--- config.mk ---
export PLATFORM = sky130hd
export DESIGN_NAME = csr_cpuif_initiator
export DESIGN_NICKNAME = d
export VERILOG_FILES = /design/src/rtl/csr_cpuif_initiator.sv
export SDC_FILE = /design/constraint.sdc
export NUM_CORES = 1
export LEC_CHECK = 0
export ABC_AREA = 1
export ABC_CLOCK_PERIOD_IN_PS = 1500
export BUFFER_PORTS_ARGS = -buffer_cell sky130_fd_sc_hd__buf_2
export CAP_MARGIN = 10
export CORE_MARGIN = 8
export CORE_UTILIZATION = 41
export DETAILED_ROUTE_END_ITERATION = 6
export PLACE_DENSITY = 0.84
export SETUP_SLACK_MARGIN = 0.4
export SLEW_MARGIN = 20
export SYNTH_ARGS = -nofsm -noshare
export SYNTH_HDL_FRONTEND = slang
export SYNTH_SLANG_ARGS = --single-unit
--- constraint.sdc ---
create_clock -name clk_i -period 1.5 [get_ports clk_i]
set_input_delay 0.45 -clock clk_i [delete_from_list [all_inputs] [get_ports clk_i]]
set_output_delay 0.45 -clock clk_i [all_outputs]
set_load 0.02 [all_outputs]
--- src/rtl/csr_cpuif_initiator.sv ---
// Initiator side of the CSR cpuif: valid/ready command in, one outstanding
// cpuif request, watchdog-guarded ack wait, valid/ready response out.
module csr_cpuif_initiator #(
    parameter int unsigned AW      = 12,
    parameter int unsigned DW      = 32,
    parameter int unsigned TIMEOUT = 255
) (
    input  logic            clk_i,
    input  logic            rst_i,
    input  logic            cmd_valid_i,
    output logic            cmd_ready_o,
    input  logic            cmd_we_i,
    input  logic [AW-1:0]   cmd_addr_i,
    input  logic [DW-1:0]   cmd_wdata_i,
    input  logic [DW/8-1:0] cmd_strb_i,
    output logic            rsp_valid_o,
    input  logic            rsp_ready_i,
    output logic [DW-1:0]   rsp_rdata_o,
    output logic            rsp_err_o,
    output logic            rsp_timeout_o,
    output logic            stale_ack_o,
    output logic            m_cpuif_req,
    output logic            m_cpuif_req_is_wr,
    output logic [AW-1:0]   m_cpuif_addr,
    output logic [DW-1:0]   m_cpuif_wr_data,
    output logic [DW-1:0]   m_cpuif_wr_biten,
    input  logic            m_cpuif_req_stall_wr,
    input  logic            m_cpuif_req_stall_rd,
    input  logic            m_cpuif_rd_ack,
    input  logic            m_cpuif_rd_err,
    input  logic [DW-1:0]   m_cpuif_rd_data,
    input  logic            m_cpuif_wr_ack,
    input  logic            m_cpuif_wr_err
);

    localparam int unsigned SW = DW / 8;
    localparam int unsigned CW = (TIMEOUT < 2) ? 1 : $clog2(TIMEOUT + 1);

    typedef enum logic [1:0] {S_IDLE, S_REQ, S_WAIT, S_RESP} state_t;

    state_t        r_state;
    logic [CW-1:0] r_cnt;

    logic          w_stall;
    logic          w_ack;
    logic          w_err;
    logic          w_wrong_ack;
    logic          w_accept;
    logic          w_ack_ok;
    logic          w_stale;
    logic          w_wd_fire;
    logic [DW-1:0] w_biten;

    assign cmd_ready_o = (r_state == S_IDLE);

    // Stall, ack and error are selected by the type of the outstanding command
    assign w_stall     = m_cpuif_req_is_wr ? m_cpuif_req_stall_wr : m_cpuif_req_stall_rd;
    assign w_ack       = m_cpuif_req_is_wr ? m_cpuif_wr_ack : m_cpuif_rd_ack;
    assign w_err       = m_cpuif_req_is_wr ? m_cpuif_wr_err : m_cpuif_rd_err;
    assign w_wrong_ack = m_cpuif_req_is_wr ? m_cpuif_rd_ack : m_cpuif_wr_ack;

    assign w_accept  = (r_state == S_REQ) && !w_stall;
    assign w_ack_ok  = w_ack && (w_accept || (r_state == S_WAIT));
    assign w_stale   = (w_ack && !(w_accept || (r_state == S_WAIT))) || w_wrong_ack;
    assign w_wd_fire = (TIMEOUT != 0) && (r_cnt == CW'(TIMEOUT - 1));

    // Expand byte strobes to per-bit write enables
    always_comb begin
        w_biten = '0;
        for (int i = 0; i < int'(SW); i++) begin
            w_biten[8*i +: 8] = {8{cmd_strb_i[i]}};
        end
    end

    // Transaction FSM with registered cpuif and response outputs
    always_ff @(posedge clk_i) begin
        if (rst_i) begin
            r_state           <= S_IDLE;
            r_cnt             <= '0;
            rsp_valid_o       <= 1'b0;
            rsp_rdata_o       <= '0;
            rsp_err_o         <= 1'b0;
            rsp_timeout_o     <= 1'b0;
            stale_ack_o       <= 1'b0;
            m_cpuif_req       <= 1'b0;
            m_cpuif_req_is_wr <= 1'b0;
            m_cpuif_addr      <= '0;
            m_cpuif_wr_data   <= '0;
            m_cpuif_wr_biten  <= '0;
        end else begin
            if (w_stale) begin
                stale_ack_o <= 1'b1;
            end
            case (r_state)
                S_IDLE: begin
                    if (cmd_valid_i) begin
                        m_cpuif_req       <= 1'b1;
                        m_cpuif_req_is_wr <= cmd_we_i;
                        m_cpuif_addr      <= cmd_addr_i;
                        m_cpuif_wr_data   <= cmd_wdata_i;
                        m_cpuif_wr_biten  <= w_biten;
                        r_cnt             <= '0;
                        r_state           <= S_REQ;
                    end
                end
                S_REQ, S_WAIT: begin
                    if (TIMEOUT != 0) begin
                        r_cnt <= r_cnt + CW'(1);
                    end
                    if (w_ack_ok) begin
                        m_cpuif_req   <= 1'b0;
                        rsp_valid_o   <= 1'b1;
                        rsp_err_o     <= w_err;
                        rsp_timeout_o <= 1'b0;
                        rsp_rdata_o   <= (m_cpuif_req_is_wr || w_err) ? '0 : m_cpuif_rd_data;
                        r_state       <= S_RESP;
                    end else if (w_wd_fire) begin
                        m_cpuif_req   <= 1'b0;
                        rsp_valid_o   <= 1'b1;
                        rsp_err_o     <= 1'b1;
                        rsp_timeout_o <= 1'b1;
                        rsp_rdata_o   <= '0;
                        r_state       <= S_RESP;
                    end else if (w_accept) begin
                        m_cpuif_req <= 1'b0;
                        r_state     <= S_WAIT;
                    end
                end
                S_RESP: begin
                    if (rsp_ready_i) begin
                        rsp_valid_o <= 1'b0;
                        r_state     <= S_IDLE;
                    end
                end
                default: r_state <= S_IDLE;
            endcase
        end
    end

endmodule

After elaboration in Yosys (flattened, before gate mapping)
Index checks and enable logic that the tools add are counted.
{"block": "word_totals", "regBits": 117, "in_bits": 91, "out_inout_bits": 115, "elab_cells": 66}
{"block": "op_classes", "add_sub_neg": 1, "eq_ne": 8, "muxes": 26, "n_reduce_logical": 19}
{"op": "$mux W32", "count": 3}
{"op": "$pmux W8 S2", "count": 1}
{"op": "$mux W1", "count": 13}
{"op": "$mux W2", "count": 5}
{"op": "$reduce_and A3 Y1", "count": 3}
{"op": "$add A8 B1 Y8 const B", "count": 1}
{"op": "$eq A8 B8 Y1 const B", "count": 1}
{"op": "$mux W8", "count": 1}
{"op": "$pmux W2 S3", "count": 1}
{"op": "$reduce_and A2 Y1", "count": 3}
{"op": "$reduce_bool A2 Y1", "count": 3}
{"op": "$eq A2 B2 Y1 const B", "count": 2}
{"op": "$ne A2 B2 Y1 const B", "count": 2}
{"op": "$ne A4 B4 Y1 const B", "count": 1}
{"op": "$pmux W1 S2", "count": 2}
{"op": "$logic_and A1 B1 Y1", "count": 3}
{"op": "$logic_or A1 B1 Y1", "count": 3}
{"op": "$ne A3 B3 Y1 const B", "count": 1}
{"op": "$eq A2 B1 Y1 const B", "count": 1}
{"op": "$logic_not A1 Y1", "count": 2}
{"op": "$logic_not A2 Y1", "count": 1}
{"op": "$reduce_or A2 Y1", "count": 1}

Depth between registers and ports, before layout
Gate-level depths: netlist of run 1.
{"block": "depth", "word_depth": 7, "ltp_mapped": 11, "depth_no_buf": 11}

Worst setup path after synthesis of run 1
OpenSTA, ideal clock, no wires.
{"block": "synth_timing", "path_type": "reg2reg", "start": "register r_state[0]", "end": "register r_cnt[7]", "setup_ps": 123, "t_arrival_ps": 1534, "required_ps": 1377, "path_slack_ps": -157, "path_stages_with_launch": 11, "path_buffers": 0, "period_less_slack_ps": 1657, "path_cell_list": "dfxtp_1 -> inv_1 -> ha_1 -> nand2_1 -> nand2_1 -> nor2_1 -> nand2_1 -> nor3_1 -> nand2_1 -> nand2_1 -> a21oi_1"}
{"block": "synth_via", "word_cells_on_any_way": 8, "classes_between": "3 x eq/ne; 1 x mux; 4 x reduce/logical"}
{"item": "start, declared", "line": "41", "rtl": "state_t r_state;"}
{"item": "start signal, assigned", "line": "78", "rtl": "r_state <= S_IDLE;"}
{"item": "start signal, assigned", "line": "103", "rtl": "r_state <= S_REQ;"}
{"item": "start signal, assigned", "line": "116", "rtl": "r_state <= S_RESP;"}
{"item": "$logic_not A2 Y1 *"}
{"item": "named net cmd_ready_o", "line": "11", "rtl": "output logic cmd_ready_o,"}
{"item": "$ne A2 B2 Y1 (no source line) / $reduce_bool A2 Y1 (equally long branches)"}
{"item": "$reduce_and A2 Y1 (no source line)"}
{"item": "end signal, assigned", "line": "108", "rtl": "r_cnt <= r_cnt + CW'(1);"}
{"item": "end, declared", "line": "42", "rtl": "logic [CW-1:0] r_cnt;"}
Mark *: on every way through the listed nets, which the timed path passes. The rest lies on a longest branch.
A chain may end at the register's enable or synchronous reset.

Worst setup path after layout of run 1
{"block": "layout_timing", "start": "register r_state[0]", "end": "register m_cpuif_wr_data[22]"}
{"block": "layout_via", "elab_chain_cells": 2}
{"item": "$logic_not A2 Y1", "line": "94", "rtl": "case (r_state)"}
{"item": "$reduce_and A2 Y1 (no source line)"}
{"item": "end signal, assigned", "line": "100", "rtl": "m_cpuif_wr_data <= cmd_wdata_i;"}
{"item": "end, declared", "line": "25", "rtl": "output logic [DW-1:0] m_cpuif_wr_data,"}
No other way between the ends.

==> results_dict.tcl, run 1 <==
set metrics [dict create \
    outcome "complete, but fails checks" \
    violations "setup timing" \
    syn_nets 663 \
    ys_top_cells_by_count "nor2_1 (207), dfxtp_1 (96), o21ai_0 (61), nand2_1 (60), buf_4 (28)" \
    crit_path_end_kind "register" \
    cts_sinks 96 \
    cts_tree "yes" \
    ys_top_cells_by_area "dfxtp_1 (47%), nor2_1 (19%), o21ai_0 (7.5%)" \
    synth_seq_area_share_pct 47.3 \
    yosys.area.top_type "dfxtp_1" \
    rr_worst_depth 8 \
    start_util_pct 42.0 \
    viasPerCell 5.31 \
    crit_end "m_cpuif_wr_data[22]$_SDFFE_PP0P_" \
    reg2reg_from "r_state[0]$_SDFFE_PP0P_" \
    rsz0062_at_grt "yes" \
    gr-usage-all-layers_pct 19.6 \
    numCtsBuffers 9 \
    path_depth 8 \
    area_growth_pct 96.7 \
    rr_endpoint "m_cpuif_wr_data[22]$_SDFFE_PP0P_" \
    fp.dieH_um 116 \
    vias 5187 \
    clk_pin_slew_ns 0.12 \
    clk_latency_ns 0.38 \
    drtIter0Drc 683 \
    path_cells "inv_4 -> ha_4 -> buf_4 -> buf_6 -> nand2_8 -> clkbuf_16 -> o21ai_1 -> nor2_2" \
    critPathKind "reg2reg" \
    postLayoutCoreUtil_pct 82.5 \
    routedWlPerCell_um 21.4 \
    syn_area_um2 4060 \
    cts-htree-levels 3 \
    hold_viol_final 0 \
    grt_pass1_wl_um 20900 \
    drive_gt1_share_pct 67.1 \
    required_ns 1.75 \
    power_density_nw_per_um2 1730 \
    max_cap_violations 0 \
    grt_pass1_vias 4158 \
    synth_seq_cells 96 \
    worstPathArrival_ns 2.10 \
    dieArea_um2 13400 \
    vdd_drop_max_v 0.00108 \
    worst_slack_ns -0.354 \
    clockBufferDepth 2 \
    synth_flop_cell "dfxtp_1" \
    die_width_um 116 \
    slowest_delay_ns 0.39 \
    worst_pin_slew_ns 0.464 \
    clock.fmax_mhz 539 \
    drcViolationCount 0 \
    synth-edff-count 0 \
    synth.avg_cell_area_um2 7.19 \
    synth.top_cell.area_share_pct 47.3 \
    setup_viol 84 \
    final_nets 936 \
    grt_max_degree 50 \
    grt-ovfl-total 0 \
    yosysWarnings 0 \
    place.gp.congestion 0.866 \
    drtAntennaViolNets 0 \
    ys_async_sr_fraction_pct 0 \
    cp_top_family "buffers and inverters" \
    startpoint_type "register" \
    drtPass1Iterations 5 \
    yosysMostFrequentCell "nor2_1" \
    core_area_um2 9680 \
    hold_ws_ns 0.341 \
    place_ws_ns -0.112 \
    period_needed_ns 1.85 \
    slowest_stage "o21ai_1" \
    rrSetupSlack_ns -0.35 \
    maxSlewViolCount 0 \
    cts_root_buf "clkbuf_8" \
    leakage_nw 3.63 \
    path_buf_inv 4 \
    worstPathMaxFanout 12 \
    startpoint "r_state[0]$_SDFFE_PP0P_" \
    post-route-period-util_pct 124 \
    drt-total-wl_um 20900 \
    min_path_type "in2reg" \
    placementRows 36 \
    pin_count 206 \
    finalClockSkew_ns 0.0218 \
    holdBufCountCts 0 \
    port_buffers 205 \
    slew-limit-headroom_pct 68.8 \
    synth_cell_types 30 \
    dpl.hpwl_um 9230 \
    postSynthCellCount 565 \
    antenna_found_initial 1 \
]
==> area by class of cell <==
cell class | instances | area, um^2
clock buffers | 9 | 124
multi-input cells | 391 | 2520
inverters | 19 | 130
repair buffers | 321 | 2930
well taps | 133 | 166
diodes | 1 | 2.50
fillers | 494 | 1690
clock inverters | 7 | 66.3
flip-flops and latches | 96 | 2050
==> report_power, final <==
group          internal, W  switching (W)
Combinational      0.00394        0.00428
Clock             0.000638        0.00103
Sequential         0.00331       0.000634
Total              0.00789        0.00595
==> flip-flops by register name, indices dropped and copies added, names as in the netlist, 2 cells and up <==
register	count
r_state	2
m_cpuif_addr	12
m_cpuif_wr_data	32
r_cnt	8
m_cpuif_wr_biten	4
rsp_rdata_o	32
==> repair_timing <==
action | in CTS | in global routing
gates resized for setup | 160 | 400
pin swaps | 44 | 45
buffers inserted | 10 | 65
setup endpoints to repair | 210 | 211
gates cloned | 3 | 11
==> logic make-up after synthesis <==
group | synth area share [%]
DFF | 47.3
adders and majority gates | 2.16
and+or+nand+nor | 27.4
AOI/OAI and AO/OA | 12.3
xor gates and xnor gates | 0.216
buffers and inverters | 10.5
==> placed cells by master, fill, tap and decap left out, types with 3 or more instances in the layout <==
master	synthesis	routed
clkinv_4	0	3
nand2_1	60	44
nor2_4	0	60
nor2_1	207	126
dfxtp_1	96	8
a21oi_1	9	4
buf_6	3	95
inv_1	17	6
clkbuf_8	0	9
nand3_1	3	3
buf_2	1	90
o21ai_1	23	39
a21oi_2	0	5
ha_4	0	5
inv_4	1	5
dfxtp_4	0	9
inv_2	1	4
o21ai_2	0	7
buf_12	0	10
o21ai_0	61	38
nor2_2	0	21
nand2_2	4	8
dfxtp_2	0	79
buf_16	0	3
buf_4	28	109
nand2_4	1	9
clkbuf_16	0	10
buf_8	0	4
nand2_8	0	4
clkinv_8	0	3
==> how the worst min path moves through the flow <==
stage / depth (start not counted) / startpoint / end / slack [ns]
3_3_place_gp: 2 / m_cpuif_wr_data[17]$_SDFFE_PP0P_ / m_cpuif_wr_data[17]$_SDFFE_PP0P_ / 0.46
2_1_floorplan: 2 / r_cnt[7]$_SDFFE_PP0P_ / r_cnt[7]$_SDFFE_PP0P_ / 0.44
6_report: 3 / cmd_wdata_i[17] / m_cpuif_wr_data[17]$_SDFFE_PP0P_ / 0.34
5_1_grt: 3 / cmd_strb_i[0] / m_cpuif_wr_biten[7]$_SDFFE_PP0P_ / 0.34
4_1_cts: 3 / cmd_wdata_i[17] / m_cpuif_wr_data[17]$_SDFFE_PP0P_ / 0.31
3_5_place_dp: 2 / rsp_valid_o$_SDFFE_PP0P_ / rsp_valid_o$_SDFFE_PP0P_ / 0.46
==> stage by stage <==
| stage | cell area [um^2] | std cells | total power [W] | setup TNS, ns |
|---|---|---|---|---|
| finish | 7990 | 977 | 0.0138 | -4.87 |
| floorplan | 4190 | 565 | 0.00654 | 0 |
| detailed placement | 5260 | 871 | 0.00773 | -1.48 |
| global placement | 5260 | 871 | 0.00764 | -0.212 |
| global route | 7990 | 976 | 0.0143 | -8.34 |
| CTS | 6120 | 900 | 0.0106 | -0.135 |
==> worst register-to-register path: cells and delay by family, from the launching register on <==
family | cells | cell delay [ns]
and+or+nand+nor | 2 | 0.27
adders and majority gates | 1 | 0.16
DFF | 1 | 0.38
buffers and inverters | 4 | 0.54
AOI/OAI and AO/OA | 1 | 0.39
==> layer usage <==
| metal | global-route usage (%) | share of wire (%) | up-vias |
|---|---|---|---|
| li1 | - | - | 2309 |
| met1 | 21.3 | 34 | 2422 |
| met2 | 36.3 | 52 | 353 |
| met3 | 4.33 | 9.2 | 101 |
| met4 | 7.27 | 4.7 | 2 |
| met5 | 0 | 0.053 | - |
Power figures use the tool's default switching activity.
==> run 2: changes to the inputs <==
--- a/config.mk
+++ b/config.mk
@@ -6,13 +6,14 @@
 export NUM_CORES = 1
 export LEC_CHECK = 0
 export ABC_AREA = 1
-export ABC_CLOCK_PERIOD_IN_PS = 1500
+export ABC_CLOCK_PERIOD_IN_PS = 2400
 export BUFFER_PORTS_ARGS = -buffer_cell sky130_fd_sc_hd__buf_2
 export CAP_MARGIN = 10
 export CORE_MARGIN = 8
-export CORE_UTILIZATION = 41
+export CORE_UTILIZATION = 47
 export DETAILED_ROUTE_END_ITERATION = 6
-export PLACE_DENSITY = 0.84
+export PLACE_DENSITY = 0.9
+export REMOVE_ABC_BUFFERS = 1
 export SETUP_SLACK_MARGIN = 0.4
 export SLEW_MARGIN = 20
 export SYNTH_ARGS = -nofsm -noshare
==> constraint.sdc (replaced) <==
create_clock -name clk_i -period 2.4 [get_ports clk_i]
set_input_delay 0.72 -clock clk_i [delete_from_list [all_inputs] [get_ports clk_i]]
set_output_delay 0.72 -clock clk_i [all_outputs]
set_load 0.02 [all_outputs]
==> run 2 against run 1 <==
The run now ends clean; critical path depth down 5; clock power down 40%; die area down 11%; count of clock-buffer cells in the layout unchanged; clock skew down 0.0083 ns; critical endpoint is now cmd_ready_o; largest cell class is now flip-flops and latches.
==> results_dict.tcl, run 2 (synthesis results as in run 1) <==
set metrics [dict create \
    path_cells "inv_1 -> ha_1 -> buf_2" \
    clockBufferDepth 2 \
    vias 4077 \
    required_ns 1.68 \
    start_util_pct 47.5 \
    whs_endpoint "rsp_valid_o$_SDFFE_PP0P_" \
    critPathKind "reg2out" \
    max_cap_violations 0 \
    core_area_um2 8550 \
    num-fill-cells 795 \
    n_antenna_cell 0 \
    crit_path_end_kind "output port" \
    power_density_nw_per_um2 1080 \
    post-route-period-util_pct 80.2 \
    placementRows 34 \
    rrSetupSlack_ns 0.59 \
    clock.fmax_mhz 519 \
    dpl.hpwl_um 8890 \
    min_path_type "reg2reg" \
    dieArea_um2 11900 \
    slowest_delay_ns 0.38 \
    clk_pin_slew_ns 0.10 \
    drtAntennaViolNets 0 \
    port_buffers 205 \
    numCtsBuffers 9 \
    grt_pass1_wl_um 17800 \
    grt-ovfl-total 0 \
    reg2reg_from "r_state[0]$_SDFFE_PP0P_" \
    cts_root_buf "clkbuf_8" \
    routedWlPerCell_um 13.9 \
    finalClockSkew_ns 0.0135 \
    period_needed_ns 1.93 \
    setup_viol 0 \
    multi_input_area_um2 1720 \
    clk_latency_ns 0.35 \
    slew-limit-headroom_pct 66.7 \
    leakage_nw 2.60 \
    antenna_found_initial 0 \
    final_nets 828 \
    path_buf_inv 2 \
    holdBufCountCts 0 \
    pin_count 206 \
    drcViolationCount 0 \
    cts_tree "yes" \
    biggestRegsByFlops "m_cpuif_wr_data (32), rsp_rdata_o (32), m_cpuif_addr (12)" \
    whs_path_depth 2 \
    power.total_w 0.00552 \
    final_common_cell "nor2_1" \
    drtPass1Iterations 4 \
    hold_start "rsp_valid_o$_SDFFE_PP0P_" \
    worstPathArrival_ns 1.21 \
    drtIter0Drc 208 \
    worst_pin_slew_ns 0.499 \
    startpoint_type "register" \
    final_cell_mix "nor2_1 (206), buf_2 (205), dfxtp_1 (94)" \
    rr_endpoint "r_cnt[7]$_SDFFE_PP0P_" \
    grt_max_degree 49 \
    drt-total-wl_um 11700 \
    cp_top_family "flip-flops" \
    cts-htree-levels 3 \
    viasPerCell 4.84 \
    drive_gt1_share_pct 32.9 \
    area_growth_pct 26.0 \
    die_width_um 109 \
    outcome "complete, no violations" \
    worstPathMaxFanout 5 \
    rr_worst_depth 10 \
    slowest_stage "dfxtp_2" \
    final-seq-area_um2 1920 \
    rsz0062_at_grt "no" \
    grt_pass1_vias 3733 \
    cts_sinks 96 \
    maxSlewViolCount 0 \
    hold_ws_ns 0.470 \
    place.gp.congestion 0.802 \
    fp.dieH_um 109 \
    vdd_drop_max_v 0.000414 \
    hold_viol_final 0 \
    gr-usage-all-layers_pct 18.6 \
]
==> run 2: worst register-to-register path, stage by stage (launching register included) <==
cell	delay (ns)
dfxtp_2	0.38
inv_1	0.08
ha_1	0.23
nand2_1	0.11
nand2_1	0.09
nor2_1	0.16
nand2_1	0.10
nor3_1	0.30
nand2_1	0.10
nand2_1	0.08
a21oi_1	0.06
==> run 2: cell type report <==
| class | instances | share of cell area [%] |
|---|---|---|
| flip-flops and latches | 96 | 37.6 |
| multi-input cells | 391 | 33.5 |
| repair buffers | 213 | 21.2 |
| well taps | 108 | 2.64 |
| clock buffers | 9 | 2.42 |
| inverters | 19 | 1.44 |
| clock inverters | 7 | 1.20 |
==> run 2: report_power, final <==
group / leakage (nW) / switching [W] / internal, W
clock network: 0.0940 / 0.000595 / 0.000399
logic: 1.72 / 0.00158 / 0.000743
registers: 0.788 / 0.000236 / 0.00197
total: 2.60 / 0.00241 / 0.00312
==> run 2: per-stage QoR <==
step	setup TNS, ns	instances	utilization (%)	instance area, um^2	worst slack [ns]
after global routing	0	843	59.9	5120	0.409
after detailed placement	0	827	57.7	4930	0.425
after CTS	0	843	59.9	5120	0.426
after global placement	0	827	57.7	4930	0.468
final	0	843	59.9	5120	0.475
after floorplan	-2.08	506	-	3710	-0.0435
==> run 2: what timing repair did <==
action,4_1_cts,5_1_grt
buffers inserted,0,0
endpoints found under the setup margin,1,2
pin swaps,0,0
hold endpoints to repair,0,0
cloned,0,0
gates resized for setup,1,1
==> run 2: how the worst max path moves through the flow <==
stage / end / start / cells past startpoint / slack [ns]
after floorplan: m_cpuif_wr_biten[15]$_SDFFE_PP0P_ / r_state[0]$_SDFFE_PP0P_ / 6 / -0.04
after global placement: rsp_valid_o$_SDFFE_PP0P_ / m_cpuif_wr_ack / 11 / 0.47
after detailed placement: rsp_valid_o$_SDFFE_PP0P_ / m_cpuif_rd_ack / 11 / 0.42
after CTS: cmd_ready_o / r_state[1]$_SDFFE_PP0P_ / 3 / 0.43
after global routing: cmd_ready_o / r_state[0]$_SDFFE_PP0P_ / 3 / 0.41
final: cmd_ready_o / r_state[0]$_SDFFE_PP0P_ / 3 / 0.47
==> run 2: routing by layer <==
metal / GRT usage (%) / vias to the layer above / wire [um]
met5: 0 / - / 0
met4: 7.43 / 0 / 216
met3: 4.61 / 19 / 1000
met2: 31.5 / 157 / 5630
met1: 22.0 / 1820 / 4860
li1: - / 2081 / -
